## src/rtl/hazard_pkg.sv

```systemverilog
// hazard_pkg -- shared types and defaults for the hazard scoreboard.
//   DEF_NREGS / DEF_MAXLAT / DEF_PC_REG : default parameter values
//   regIdx_t : register index at the default register count
//   lat_t    : latency/countdown value at the default maximum latency
package hazard_pkg;
  localparam int DEF_NREGS  = 16;
  localparam int DEF_MAXLAT = 4;
  localparam int DEF_PC_REG = 15;

  typedef logic [$clog2(DEF_NREGS)-1:0]    regIdx_t;
  typedef logic [$clog2(DEF_MAXLAT+1)-1:0] lat_t;
endpackage

```

## src/rtl/sb_entry.sv

```systemverilog
// sb_entry -- one scoreboard countdown for a single architectural register.
//   clk, reset : clock, asynchronous active-high reset
//   load       : load loadVal this cycle (overrides the decrement)
//   loadVal    : cycles until the pending result is forwardable
//   cnt        : current countdown value
//   busy       : countdown nonzero, i.e. a write is pending
module sb_entry #(
  parameter int CW = 3
) (
  input  logic          clk,
  input  logic          reset,
  input  logic          load,
  input  logic [CW-1:0] loadVal,
  output logic [CW-1:0] cnt,
  output logic          busy
);
  always_ff @(posedge clk or posedge reset) begin
    if (reset)             cnt <= '0;
    else if (load)         cnt <= loadVal;
    else if (cnt != '0)    cnt <= cnt - CW'(1);
  end

  assign busy = (cnt != '0);
endmodule

```

## src/rtl/hazard_scoreboard.sv

```systemverilog
// hazard_scoreboard -- per-register countdown scoreboard that stalls decode on
// RAW, WAW and control (PC write pending) hazards.
//   clk, reset          : clock, asynchronous active-high reset
//   issue_*             : decode-stage instruction (sources, destination, latency)
//   flush               : kill the decode-stage instruction this cycle
//   stall               : combinational hold of fetch/decode
//   fwd1, fwd2          : take the source from the execute result
//   busy                : per-register pending-write flags
//   stall_count         : saturating count of stall cycles
// Build option: HAZARD_FORWARD_EN -- when defined, a source whose producer is
// one cycle from done is forwarded instead of stalled; otherwise fwd1/fwd2 are 0.
module hazard_scoreboard
  import hazard_pkg::*;
#(
  parameter int NREGS  = DEF_NREGS,
  parameter int MAXLAT = DEF_MAXLAT,
  parameter int PC_REG = DEF_PC_REG,
  localparam int CW    = $clog2(MAXLAT+1),
  localparam int RW    = $clog2(NREGS)
) (
  input  logic             clk,
  input  logic             reset,
  input  logic             issue_valid,
  input  logic [RW-1:0]    issue_ra1,
  input  logic [RW-1:0]    issue_ra2,
  input  logic             issue_use1,
  input  logic             issue_use2,
  input  logic             issue_wr,
  input  logic [RW-1:0]    issue_wa,
  input  logic [CW-1:0]    issue_lat,
  input  logic             flush,
  output logic             stall,
  output logic             fwd1,
  output logic             fwd2,
  output logic [NREGS-1:0] busy,
  output logic [15:0]      stall_count
);
`ifdef HAZARD_FORWARD_EN
  localparam logic [CW-1:0] THR = CW'(1);
`else
  localparam logic [CW-1:0] THR = '0;
`endif

  logic [NREGS-1:0][CW-1:0] cntAll;
  logic [CW-1:0]            loadVal;
  logic                     raw1, raw2, waw, ctrl, accept;

  // Latencies beyond MAXLAT are clamped; the counter never needs more.
  assign loadVal = (issue_lat > CW'(MAXLAT)) ? CW'(MAXLAT) : issue_lat;

  // All hazards look at pre-load counter values, so an instruction that reads
  // and writes the same register checks against the older producer.
  assign raw1   = issue_use1 && (cntAll[issue_ra1] > THR);
  assign raw2   = issue_use2 && (cntAll[issue_ra2] > THR);
  assign waw    = issue_wr   && (cntAll[issue_wa]  > issue_lat);
  assign ctrl   = (cntAll[PC_REG] != '0);
  assign stall  = issue_valid && !flush && (raw1 || raw2 || waw || ctrl);
  assign accept = issue_valid && !stall && !flush;

`ifdef HAZARD_FORWARD_EN
  assign fwd1 = issue_valid && !flush && issue_use1 && (cntAll[issue_ra1] == CW'(1));
  assign fwd2 = issue_valid && !flush && issue_use2 && (cntAll[issue_ra2] == CW'(1));
`else
  assign fwd1 = 1'b0;
  assign fwd2 = 1'b0;
`endif

  for (genvar r = 0; r < NREGS; r++) begin : gEntry
    sb_entry #(.CW(CW)) uEntry (
      .clk     (clk),
      .reset   (reset),
      .load    (accept && issue_wr && (issue_lat != '0) && (issue_wa == RW'(r))),
      .loadVal (loadVal),
      .cnt     (cntAll[r]),
      .busy    (busy[r])
    );
  end

  always_ff @(posedge clk or posedge reset) begin
    if (reset)                               stall_count <= '0;
    else if (stall && stall_count != 16'hFFFF) stall_count <= stall_count + 16'd1;
  end
endmodule

```

## config.mk

```make
export PLATFORM = sky130hd
export DESIGN_NAME = hazard_scoreboard
export DESIGN_NICKNAME = d
export VERILOG_FILES = /design/src/rtl/hazard_pkg.sv /design/src/rtl/sb_entry.sv /design/src/rtl/hazard_scoreboard.sv
export SDC_FILE = /design/constraint.sdc
export NUM_CORES = 1
export LEC_CHECK = 0
export ABC_AREA = 1
export BUFFER_PORTS_ARGS = -buffer_cell sky130_fd_sc_hd__buf_2
export CORE_ASPECT_RATIO = 0.9
export CORE_MARGIN = 5
export CORE_UTILIZATION = 55
export CTS_CLUSTER_SIZE = 10
export DETAILED_ROUTE_END_ITERATION = 6
export PLACE_DENSITY_LB_ADDON = 0.1
export SKIP_CTS_REPAIR_TIMING = 1
export SYNTH_ARGS = -nofsm -noshare
export SYNTH_HDL_FRONTEND = slang
export SYNTH_HIERARCHICAL = 1
export SYNTH_SLANG_ARGS = --single-unit
```

## constraint.sdc

```tcl
create_clock -name clk -period 2.7 [get_ports clk]
set_input_delay 0.135 -clock clk [delete_from_list [all_inputs] [get_ports clk]]
set_output_delay 0.135 -clock clk [all_outputs]
set_load 0.05 [all_outputs]
```

Word level (Yosys, flattened, before mapping)
Cells that the tools add are included.
{"block": "word_totals", "reg_bits": 64, "input_bits": 22, "output_inout_bits": 35}
{"block": "op_classes", "add_sub_neg": 17, "n_lt_le_gt_ge": 7, "n_eq_ne": 16, "muxes": 39, "reduce_logical": 65}
{"op": "2-to-1 mux 3 bit", "count": 36}
{"op": "nonzero test 3 bit", "count": 17}
{"op": "subtractor 3 x 1 -> 3 bit (second input constant)", "count": 16}
{"op": "binary-select mux 3 bit (select 4 bit)", "count": 3}
{"op": "equality test 4 bit (second input constant)", "count": 8}
{"op": "nonzero test 2 bit", "count": 16}
{"op": "logical AND 1 bit", "count": 26}
{"op": "adder 16 x 1 -> 16 bit (second input constant)", "count": 1}
{"op": "equality test 4 x 3 -> 1 bit (second input constant)", "count": 4}
{"op": "inequality test 16 bit (second input constant)", "count": 1}
{"op": "less-than comparator 4 x 5 -> 1 bit (second input constant)", "count": 3}
{"op": "equality test 4 x 2 -> 1 bit (second input constant)", "count": 2}
{"op": "> comparator 3 x 1 -> 1 bit (second input constant)", "count": 2}
{"op": "equality test 4 x 1 -> 1 bit (second input constant)", "count": 1}
{"op": "zero test 4 bit", "count": 1}
{"op": "> comparator 3 bit", "count": 1}
{"op": "> comparator 3 bit (second input constant)", "count": 1}
{"op": "logical OR 1 bit", "count": 3}
{"op": "zero test 1 bit", "count": 2}

Longest topological paths before layout
Gate-level depths: netlist (run 1).
{"block": "logic_depth", "word_depth": 15, "depth_mapped": 19}

By module
Netlist (run 1), hierarchy kept.
{"module": "sb_entry", "instances": 16, "cells_per_inst": 30, "area_per_inst_um2": 203.9, "seq_area_each_um2": 75.1}
{"module": "hazard_scoreboard", "instances": 1, "cells_per_inst": 382, "area_per_inst_um2": 2245.9, "seq_area_each_um2": 400.4}

Least setup slack after synthesis (run 1)
Ideal clock, no wire load.
{"block": "synth_timing", "path_type": "input port to flip-flop", "from": "in issue_wa[0]", "to": "reg gEntry[4].uEntry.cnt[1]", "setup_time_ns": 0.117, "arrival_time_ns": 2.545, "required_time_ns": 2.583, "path_slack_ns": 0.039, "cell_stages": 17, "path_cell_list": "nor2_1 clkbuf_1 a22oi_1 o221ai_1 nand2_1 nand4_1 ha_1 a21oi_1 o21ai_0 a31oi_1 nand3_4 inv_2 nand3_2 nor2_1 o21ai_0 nand2_1 nand2_1"}
{"block": "synth_between", "elab_chain_cells": 14, "word_cells_on_any_way": 16}
{"element": "from (decl)", "line": "hazard_scoreboard.sv:29", "source": "input logic [RW-1:0] issue_wa,"}
{"element": "binary-select mux 3 bit (select 4 bit)", "line": "hazard_scoreboard.sv:55", "source": "assign waw = issue_wr && (cntAll[issue_wa] > issue_lat);"}
{"element": "2-to-1 mux 3 bit (not written as such)", "line": "hazard_scoreboard.sv:55"}
{"element": "> comparator 3 bit", "line": "hazard_scoreboard.sv:55"}
{"element": "logical AND 1 bit", "line": "hazard_scoreboard.sv:55"}
{"element": "logical OR 1 bit (2 in a row)", "line": "hazard_scoreboard.sv:57", "source": "assign stall = issue_valid && !flush && (raw1 || raw2 || waw || ctrl);"}
{"element": "logical AND 1 bit", "line": "hazard_scoreboard.sv:57"}
{"element": "zero test 1 bit", "line": "hazard_scoreboard.sv:58", "source": "assign accept = issue_valid && !stall && !flush;"}
{"element": "logical AND 1 bit (2 in a row)", "line": "hazard_scoreboard.sv:58"}
{"element": "logical AND 1 bit (2 in a row)", "line": "hazard_scoreboard.sv:72", "source": ".load (accept && issue_wr && (issue_lat != '0) && (issue_wa == RW'(r))),"}
{"element": "logical AND 1 bit (*)", "line": "hazard_scoreboard.sv:72"}
{"element": "2-to-1 mux 3 bit or nonzero test 2 bit (tied branches)"}
{"element": "to (signal assigned)", "line": "sb_entry.sv:19", "source": "else if (load) cnt <= loadVal;"}
{"element": "to (signal assigned)", "line": "sb_entry.sv:20", "source": "else if (cnt != '0) cnt <= cnt - CW'(1);"}
{"element": "to (decl)", "line": "sb_entry.sv:14", "source": "output logic [CW-1:0] cnt,"}
Mark *: on every way between the ends. The rest lies on a longest branch, timed or not. The select of a mux whose other input is x is not followed.
A chain may end at the register's enable or synchronous reset.

Final worst setup path (run 1)
{"block": "layout_timing", "from": "reg gEntry[4].uEntry.cnt[2]", "to": "reg gEntry[6].uEntry.cnt[1]"}
{"block": "layout_between", "elab_chain_cells": 15, "word_cells_on_any_way": 24}
{"element": "binary-select mux 3 bit (select 4 bit) (on tied branches)", "line": "hazard_scoreboard.sv:53, hazard_scoreboard.sv:54"}
{"element": "2-to-1 mux 3 bit (on tied branches)", "line": "hazard_scoreboard.sv:53, hazard_scoreboard.sv:54"}
{"element": "> comparator 3 x 1 -> 1 bit (on tied branches)", "line": "hazard_scoreboard.sv:53, hazard_scoreboard.sv:54"}
{"element": "logical AND 1 bit (on tied branches)", "line": "hazard_scoreboard.sv:53, hazard_scoreboard.sv:54"}
{"element": "logical OR 1 bit", "line": "hazard_scoreboard.sv:57"}
{"element": "logical OR 1 bit (*) (2 in a row)", "line": "hazard_scoreboard.sv:57"}
{"element": "logical AND 1 bit (*)", "line": "hazard_scoreboard.sv:57"}
{"element": "zero test 1 bit (*)", "line": "hazard_scoreboard.sv:58"}
{"element": "logical AND 1 bit (*) (2 in a row)", "line": "hazard_scoreboard.sv:58"}
{"element": "logical AND 1 bit (*) (3 in a row)", "line": "hazard_scoreboard.sv:72"}
{"element": "2-to-1 mux 3 bit or nonzero test 2 bit (tied branches)"}
{"element": "to (signal assigned)", "line": "sb_entry.sv:19"}
{"element": "to (signal assigned)", "line": "sb_entry.sv:20"}
{"element": "to (decl)", "line": "sb_entry.sv:14"}
Marks and branches as above.

==> metrics.md, run 1 <==
| Metric | Value |
|---|---|
| Design area | about 0.0066 mm2 |
| First drt pass iteration count | 5 |
| Boundary Pins | 57 |
| Die Span Y | 105 um |
| First-pass GRT wire length | ~26000 um |
| Largest net degree at the start of global routing | 19 |
| Clk root buf | clkbuf_8 |
| CTS tree | yes |
| Seq/Total Area, Yosys | between 20% and 30% |
| GP Congestion | ~1 |
| Post-synth top area cell | dfrtp_1 |
| Mux cell area share after synthesis | 0% |
| Yosys warnings | 6 |
| Final worst-path cycle share | 102% |
| Xor and xnor area share after synthesis | roughly 2.2% |
| Synth Area in Adders | under 10% |
| Vias per inst | ~5.5 |
| WS Path Type | flop to flop |
| Via count | 5984 |
| Peak supply drop | slightly below 600 uV |
| Syn Area/Cell | between 6 and 7 um2 |
| Final WS setup | -47.2 ps |
| Layout net count | 1016 |
| H-tree levels | 3 |
| Compound-Gate Fraction of Synth Area | around 9% |
| CTS Buf Count | 9 |
| Fmax | between 0.3 and 0.4 GHz |
| Layout cells sized above 1 | 21.0% |
| Fin. Hold Viols | 0 |
| DRT iter0 DRCs | approximately 460 |
| Antenna diodes | 0 |
| Die X | 115 um |
| Reg clk slew, reported paths | 80 ps |
| DPL Wire Length | 12200 um |
| Failing checks | negative setup slack |
| Final WL | 16400 um |
| Clock tree buffer depth | 2 |
| Initial Util | roughly 57% |
| Synth area leaders | dfrtp_1 (29%), nand2_1 (23%), ha_1 (8.2%) |
| Max_slew headroom | 37.5% |
| Total track usage | around 27% |
| # DRC | 0 |
| CP Capture Type | flop |
| Yosys reg bits | between 60 and 70 |
| Cell Rows | 34 |
| Worst setup SP type | flop |
| Vias in the first global route | roughly 5500 |
| Max Transition Viols Final | 0 |
| Placed inst area | approximately 0.0062 mm2 |
| RSZ-0062 raised after global routing | yes |
| Pre-CTS setup slack | -234 ps |
| Worst Skew | between 15 and 20 ps |
| Main combinational cell family by area after synthesis | simple AND/OR/NAND/NOR gates |
| Antenna violations before repair | 0 |
| Simple-gate portion of the synthesized area | around two fifths |
| HP Class | input port to flop |
| Port bufs | 54 |
| CP arrival | 3040 ps |
| Synth top area share | 29.1% |
| Outcome | finished with violations |
| Routed len/inst | 15.0 um |
| Yosys cell types | 29 |
| Total global routing overflow | 0 |
| Area of the core | 0.00974 mm2 |
| Endpoints failing setup | 6 |
| Lkg Pwr | around 3.6 nW |
| Die area | between 0.01 and 0.015 mm2 |
| # Max-Cap Violations | 0 |
| Minimum clock period after layout | 2750 ps |
| Post-Synthesis Cells | 862 |
| Sink Count | 64 |
| Slew at the pin with the worst max-slew slack | slightly above 900 ps |
| Req. time, crit path | about 3000 ps |
| Synth-to-layout area growth | 20.6% |
| Pwr Density | 1000 mW/mm2 |
| Final ANT Viol Nets | 0 |
| CP max FO | 8 |
| Skew-Pair Late Insertion Delay | between 300 and 400 ps |
| Post-Synthesis Cell Area | between 0.005 and 0.006 mm2 |
[report_power, final]
part	switching, mW	internal [mW]	total [mW]
registers	0.529	1.38	1.90
clock network	0.402	0.328	0.730
logic	2.62	1.41	4.03
total	3.55	3.11	6.66
[cells in the mapped netlist]
| library cell | number |
|---|---|
| buf_6 | 4 |
| nand3b_1 | 18 |
| xnor2_1 | 5 |
| o221ai_1 | 5 |
| nand2_2 | 16 |
| clkbuf_1 | 5 |
| dfrtp_1 | 64 |
| o21ai_0 | 35 |
| inv_1 | 114 |
| xor2_1 | 9 |
| nand3_2 | 5 |
| nand3_1 | 48 |
| a21oi_1 | 24 |
| nand4_2 | 1 |
| nand3_4 | 2 |
| a22oi_1 | 19 |
| buf_4 | 2 |
| nor3_1 | 3 |
| buf_2 | 4 |
| ha_1 | 36 |
| nand4_1 | 21 |
| a31oi_1 | 2 |
| inv_4 | 1 |
| nor4_1 | 4 |
| nand2_1 | 332 |
| conb_1 | 1 |
| nor2_1 | 63 |
| nor2_2 | 2 |
| inv_2 | 17 |
[cells by family after synthesis]
group,after synthesis
simple gates,515
buf+inv,147
compound gates,85
flops,64
fa+ha+maj,36
xor+xnor,14
other cells,1
[worst max-delay path: stages (launching register included)]
cell and delay (ps):
dfrtp_1 400, a22oi_2 210, o221ai_2 140, nand2_1 80
nand4_1 150, ha_4 280, a21oi_2 100, o21ai_1 80
a31oi_2 210, nand3_4 130, inv_6 110, nand3_4 150
nor2_4 190, buf_6 130, nand2_1 50, o21ai_0 90
nand2_1 90, nand2_1 70
[through the flow]
stage	setup TNS (ps)	util [%]	power [mW]	std cells	hold WS (ps)
final	-124	68.2	6.66	1089	284
after global routing	-5420	68.2	7.28	1089	281
after CTS	-3780	64.9	6.43	1084	-147
after detailed placement	-8020	63.2	5.69	1068	236
after global placement	-5980	63.2	5.53	1068	229
after floorplan	0	-	4.71	863	-111
[registers in the layout (all words and copies together) (netlist names)]
name,count
stall_count,16
gEntry.uEntry/cnt,48
[placed cells by master (no fill, tap or decap), types with 2 or more instances in the layout]
cell type	n
conb_1	2
nand3b_1	18
buf_4	29
dfrtp_2	3
inv_1	114
xor2_1	9
a21oi_1	20
buf_6	14
ha_1	35
clkinv_2	4
dfrtp_1	61
nor2_1	49
nand2_2	27
a21oi_2	4
nor2_4	7
nor2_2	9
a22oi_1	15
inv_2	16
nand3_1	48
nand4_1	21
o21ai_2	5
o221ai_1	3
buf_2	53
nor4_1	4
nand3_4	6
clkbuf_8	9
nand2_1	321
a22oi_2	4
xnor2_1	5
o21ai_1	9
nor3_1	3
o21ai_0	21
o221ai_2	2
[path summary, 6_finish.rpt]
check	start	endpoint	slack (ps)	depth (start not counted)
min	issue_lat[2]	gEntry[14].uEntry/cnt[2]	280	4
min reg2reg	gEntry[10].uEntry/cnt[1]	gEntry[10].uEntry/cnt[1]	530	2
min in group asynchronous	reset	gEntry[9].uEntry/cnt[0]	410	3
max reg2reg	gEntry[4].uEntry/cnt[2]	gEntry[6].uEntry/cnt[1]	-50	17
max	gEntry[4].uEntry/cnt[2]	gEntry[6].uEntry/cnt[1]	-50	17
max in group asynchronous	reset	stall_count[5]	1580	3
[final cells by class]
| cell class | count | area, um2 |
|---|---|---|
| multi-input combinational | 652 | 3530 |
| fill | 847 | 3100 |
| sequential | 64 | 1610 |
| timing repair buffer | 99 | 686 |
| inverter | 132 | 503 |
| tap | 126 | 158 |
| clock buffer | 10 | 128 |
| clock inverter | 6 | 36.3 |
[layer usage]
| layer | share of wire [%] | GRT usage, % |
|---|---|---|
| met1 | 45 | 38.5 |
| met3 | 6.1 | 2.95 |
| met4 | 1.9 | 8.89 |
| met5 | 0 | 0 |
| met2 | 47 | 42.6 |
Power figures use the tool's default switching activity.
==> run 2, diff against run 1 <==
--- a/config.mk
+++ b/config.mk
@@ -13,6 +13,7 @@
 export CTS_CLUSTER_SIZE = 10
 export DETAILED_ROUTE_END_ITERATION = 6
 export PLACE_DENSITY_LB_ADDON = 0.1
+export RECOVER_POWER = 25
 export SKIP_CTS_REPAIR_TIMING = 1
 export SYNTH_ARGS = -nofsm -noshare
 export SYNTH_HDL_FRONTEND = slang
==> run 2 against run 1 <==
  * The run still ends with negative setup slack left
  * Non-clock buffer count did not move
  * Clock skew barely moved
  * Highest routed layer unchanged
  * Largest power group unchanged
  * Maximum frequency barely moved
  * Utilization barely moved
  * Cell count did not move
  * Worst hold slack got worse by 2.8 ps
  * Sequential power barely moved
==> metrics.md, run 2 (synthesized netlist as in run 1, its figures left out) <==
| Metric | Value |
|---|---|
| Outcome | finished with violations |
| Cells after DPL | 1068 (unchanged) |
| Skew-Pair Late Insertion Delay | 360 ps (about the same) |
| Clk root buf | clkbuf_8 |
| Hold Path End | gEntry[14].uEntry/cnt[2] |
| Met2 wire len | 7630 um (-0.38%) |
| Die area | 0.0121 mm2 (unchanged) |
| Vias in the first global route | 5451 (unchanged) |
| Worst Skew | 18.7 ps (-0.236 ps) |
| Failing checks | negative setup slack |
| CTS Buf Count | 9 (unchanged) |
| Final worst-path cycle share | 102% (about the same) |
| Fin cells | 1089 (unchanged) |
| Clock tree buffer depth | 2 (unchanged) |
| Port bufs | 54 (unchanged) |
| Via count | 5932 (-0.87%) |
| Req. time, crit path | 2990 ps (about the same) |
| RSZ-0062 raised after global routing | yes |
| Die X | 115 um (unchanged) |
| Initial Util | 56.6% (unchanged) |
| Most common cell after layout, fill and taps aside | nand2_1 |
| Boundary Pins | 57 (unchanged) |
| Antenna diodes | 0 (unchanged) |
| M1 WL | 7450 um (+0.72%) |
| Fin. Hold Viols | 0 (unchanged) |
| Sink Count | 64 (unchanged) |
| Lkg Pwr | 3.58 nW (about the same) |
| Total track usage | 27.0% (unchanged) |
| Total global routing overflow | 0 (unchanged) |
| WS Path Type | flop to flop |
| Most frequent cells in the layout | nand2_1 (321), inv_1 (114), dfrtp_1 (61) |
| Slew at the pin with the worst max-slew slack | 1050 ps (+118 ps) |
| Final ANT Viol Nets | 0 (unchanged) |
| Max_slew headroom | 29.9% (-7.5 points) |
| HP Class | input port to flop |
| Met3 WL | 906 um (-8.7%) |
| Vias per inst | 5.45 (-0.87%) |
| RR Endpoint | gEntry[6].uEntry/cnt[1] |
| Reg clk slew, reported paths | 80 ps (about the same) |
| Setup TNS | -127 ps (-2.32 ps) |
| Layout cells sized above 1 | 20.9% (-0.10 points) |
| RR Startpoint | gEntry[4].uEntry/cnt[2] |
| DPL Wire Length | 12200 um (unchanged) |
| Pwr Density | 1000 mW/mm2 (about the same) |
| Final WS setup | -46.6 ps (+0.661 ps) |
| Die Span Y | 105 um (unchanged) |
| First drt pass iteration count | 5 (unchanged) |
| CTS tree | yes |
| Multi-input gate area | 0.00353 mm2 (unchanged) |
| Number of flip-flops in the largest register | 48 (unchanged) |
| FF-to-FF setup slack | -50 ps (about the same) |
| Peak supply drop | 581 uV (+0.39%) |
| # DRC | 0 (unchanged) |
| Area of the core | 0.00974 mm2 (unchanged) |
| DRT iter0 DRCs | 463 (unchanged) |
| H-tree levels | 3 (unchanged) |
| Worst setup SP type | flop |
| # Max-Cap Violations | 0 (unchanged) |
| Top sig layer | met4 |
| Antenna violations before repair | 0 (unchanged) |
| Max Transition Viols Final | 0 (unchanged) |
| Fmax | 0.364 GHz (about the same) |
| Reg with most FFs | gEntry.uEntry/cnt |
| Hold path startpoint | issue_lat[2] |
| First-pass GRT wire length | 26500 um (unchanged) |
| Routed len/inst | 15.0 um (-0.28%) |
| CP arrival | 3040 ps (about the same) |
| Synth-to-layout area growth | 20.6% (about the same) |
| Hold Path Stages | 4 (unchanged) |
| CP max FO | 8 (unchanged) |
| Filler cells | 846 (-0.12%) |
| Cell Rows | 34 (unchanged) |
| CP Capture Type | flop |
| GP Congestion | 1.00 (unchanged) |
| Final WL | 16300 um (-0.28%) |
| Largest registers | gEntry.uEntry/cnt x48, stall_count x16 |
| FF+latch area | 0.00161 mm2 (unchanged) |
| Largest net degree at the start of global routing | 19 (unchanged) |
| Endpoints failing setup | 6 (unchanged) |
| Cell count of the worst reg-to-reg path | 17 (unchanged) |
| Layout net count | 1016 (unchanged) |
| Minimum clock period after layout | 2750 ps (-0.661 ps) |
[run 2: changes by cell type in the layout (fill, tap and decap cells not counted)]
cell | before | now
buf_2 | 53 | 52
clkbuf_1 | 1 | 2
[run 2: worst max-delay path by stage]
| stage | startpoint | to | slack (ps) | cells after the start |
|---|---|---|---|---|
| 2_1_floorplan | issue_wa[0] | gEntry[4].uEntry/cnt[1] | 40 | 17 |
| 3_3_place_gp | issue_wa[0] | gEntry[9].uEntry/cnt[1] | -210 | 20 |
| 3_5_place_dp | issue_wa[0] | gEntry[9].uEntry/cnt[1] | -230 | 20 |
| 4_1_cts | gEntry[4].uEntry/cnt[2] | stall | -220 | 13 |
| 5_1_grt | gEntry[12].uEntry/cnt[2] | gEntry[6].uEntry/cnt[1] | -210 | 17 |
| 6_report | gEntry[4].uEntry/cnt[2] | gEntry[6].uEntry/cnt[1] | -50 | 17 |
[run 2: power by group]
group          switching, mW  internal, mW  leakage [nW]
logic                   2.62          1.41          2.70
clock network          0.402         0.328        0.0858
registers              0.529          1.38         0.797
[run 2: critical path: stages (launching register included)]
cell	delay [ps]
dfrtp_1	400
a22oi_2	210
o221ai_2	140
nand2_1	80
nand4_1	150
ha_4	280
a21oi_2	100
o21ai_1	80
a31oi_2	210
nand3_4	130
inv_6	110
nand3_4	150
nor2_4	190
buf_6	130
nand2_1	50
o21ai_0	90
nand2_1	90
nand2_1	70
[run 2: final cells by class]
class | instances | area share [%]
Tap cell | 126 | 2.37
Clock buffer | 10 | 1.92
Inverter | 132 | 7.57
Sequential cell | 64 | 24.2
Clock inverter | 6 | 0.546
Multi-Input combinational cell | 652 | 53.1
Timing Repair Buffer | 99 | 10.3
[run 2: per-layer routing]
layer | vias to the layer above | global-route usage [%]
met3 | 32 | 2.95
met4 | 0 | 8.89
met2 | 215 | 42.6
met1 | 2747 | 38.5
met5 | - | 0
li1 | 2938 | -
[run 2: metrics by stage]
stage          hold slack [ps]  cell area, um2  power (mW)  utilization [%]  worst slack [ps]
4_1_cts                   -147            6320        6.43             64.9              -216
6_report                   281            6640        6.66             68.2             -46.6
2_1_floorplan             -111            5510        4.71                -              38.6
5_1_grt                    281            6640        7.28             68.2              -209
3_3_place_gp               229            6150        5.53             63.2              -214
3_5_place_dp               236            6150        5.69             63.2              -234
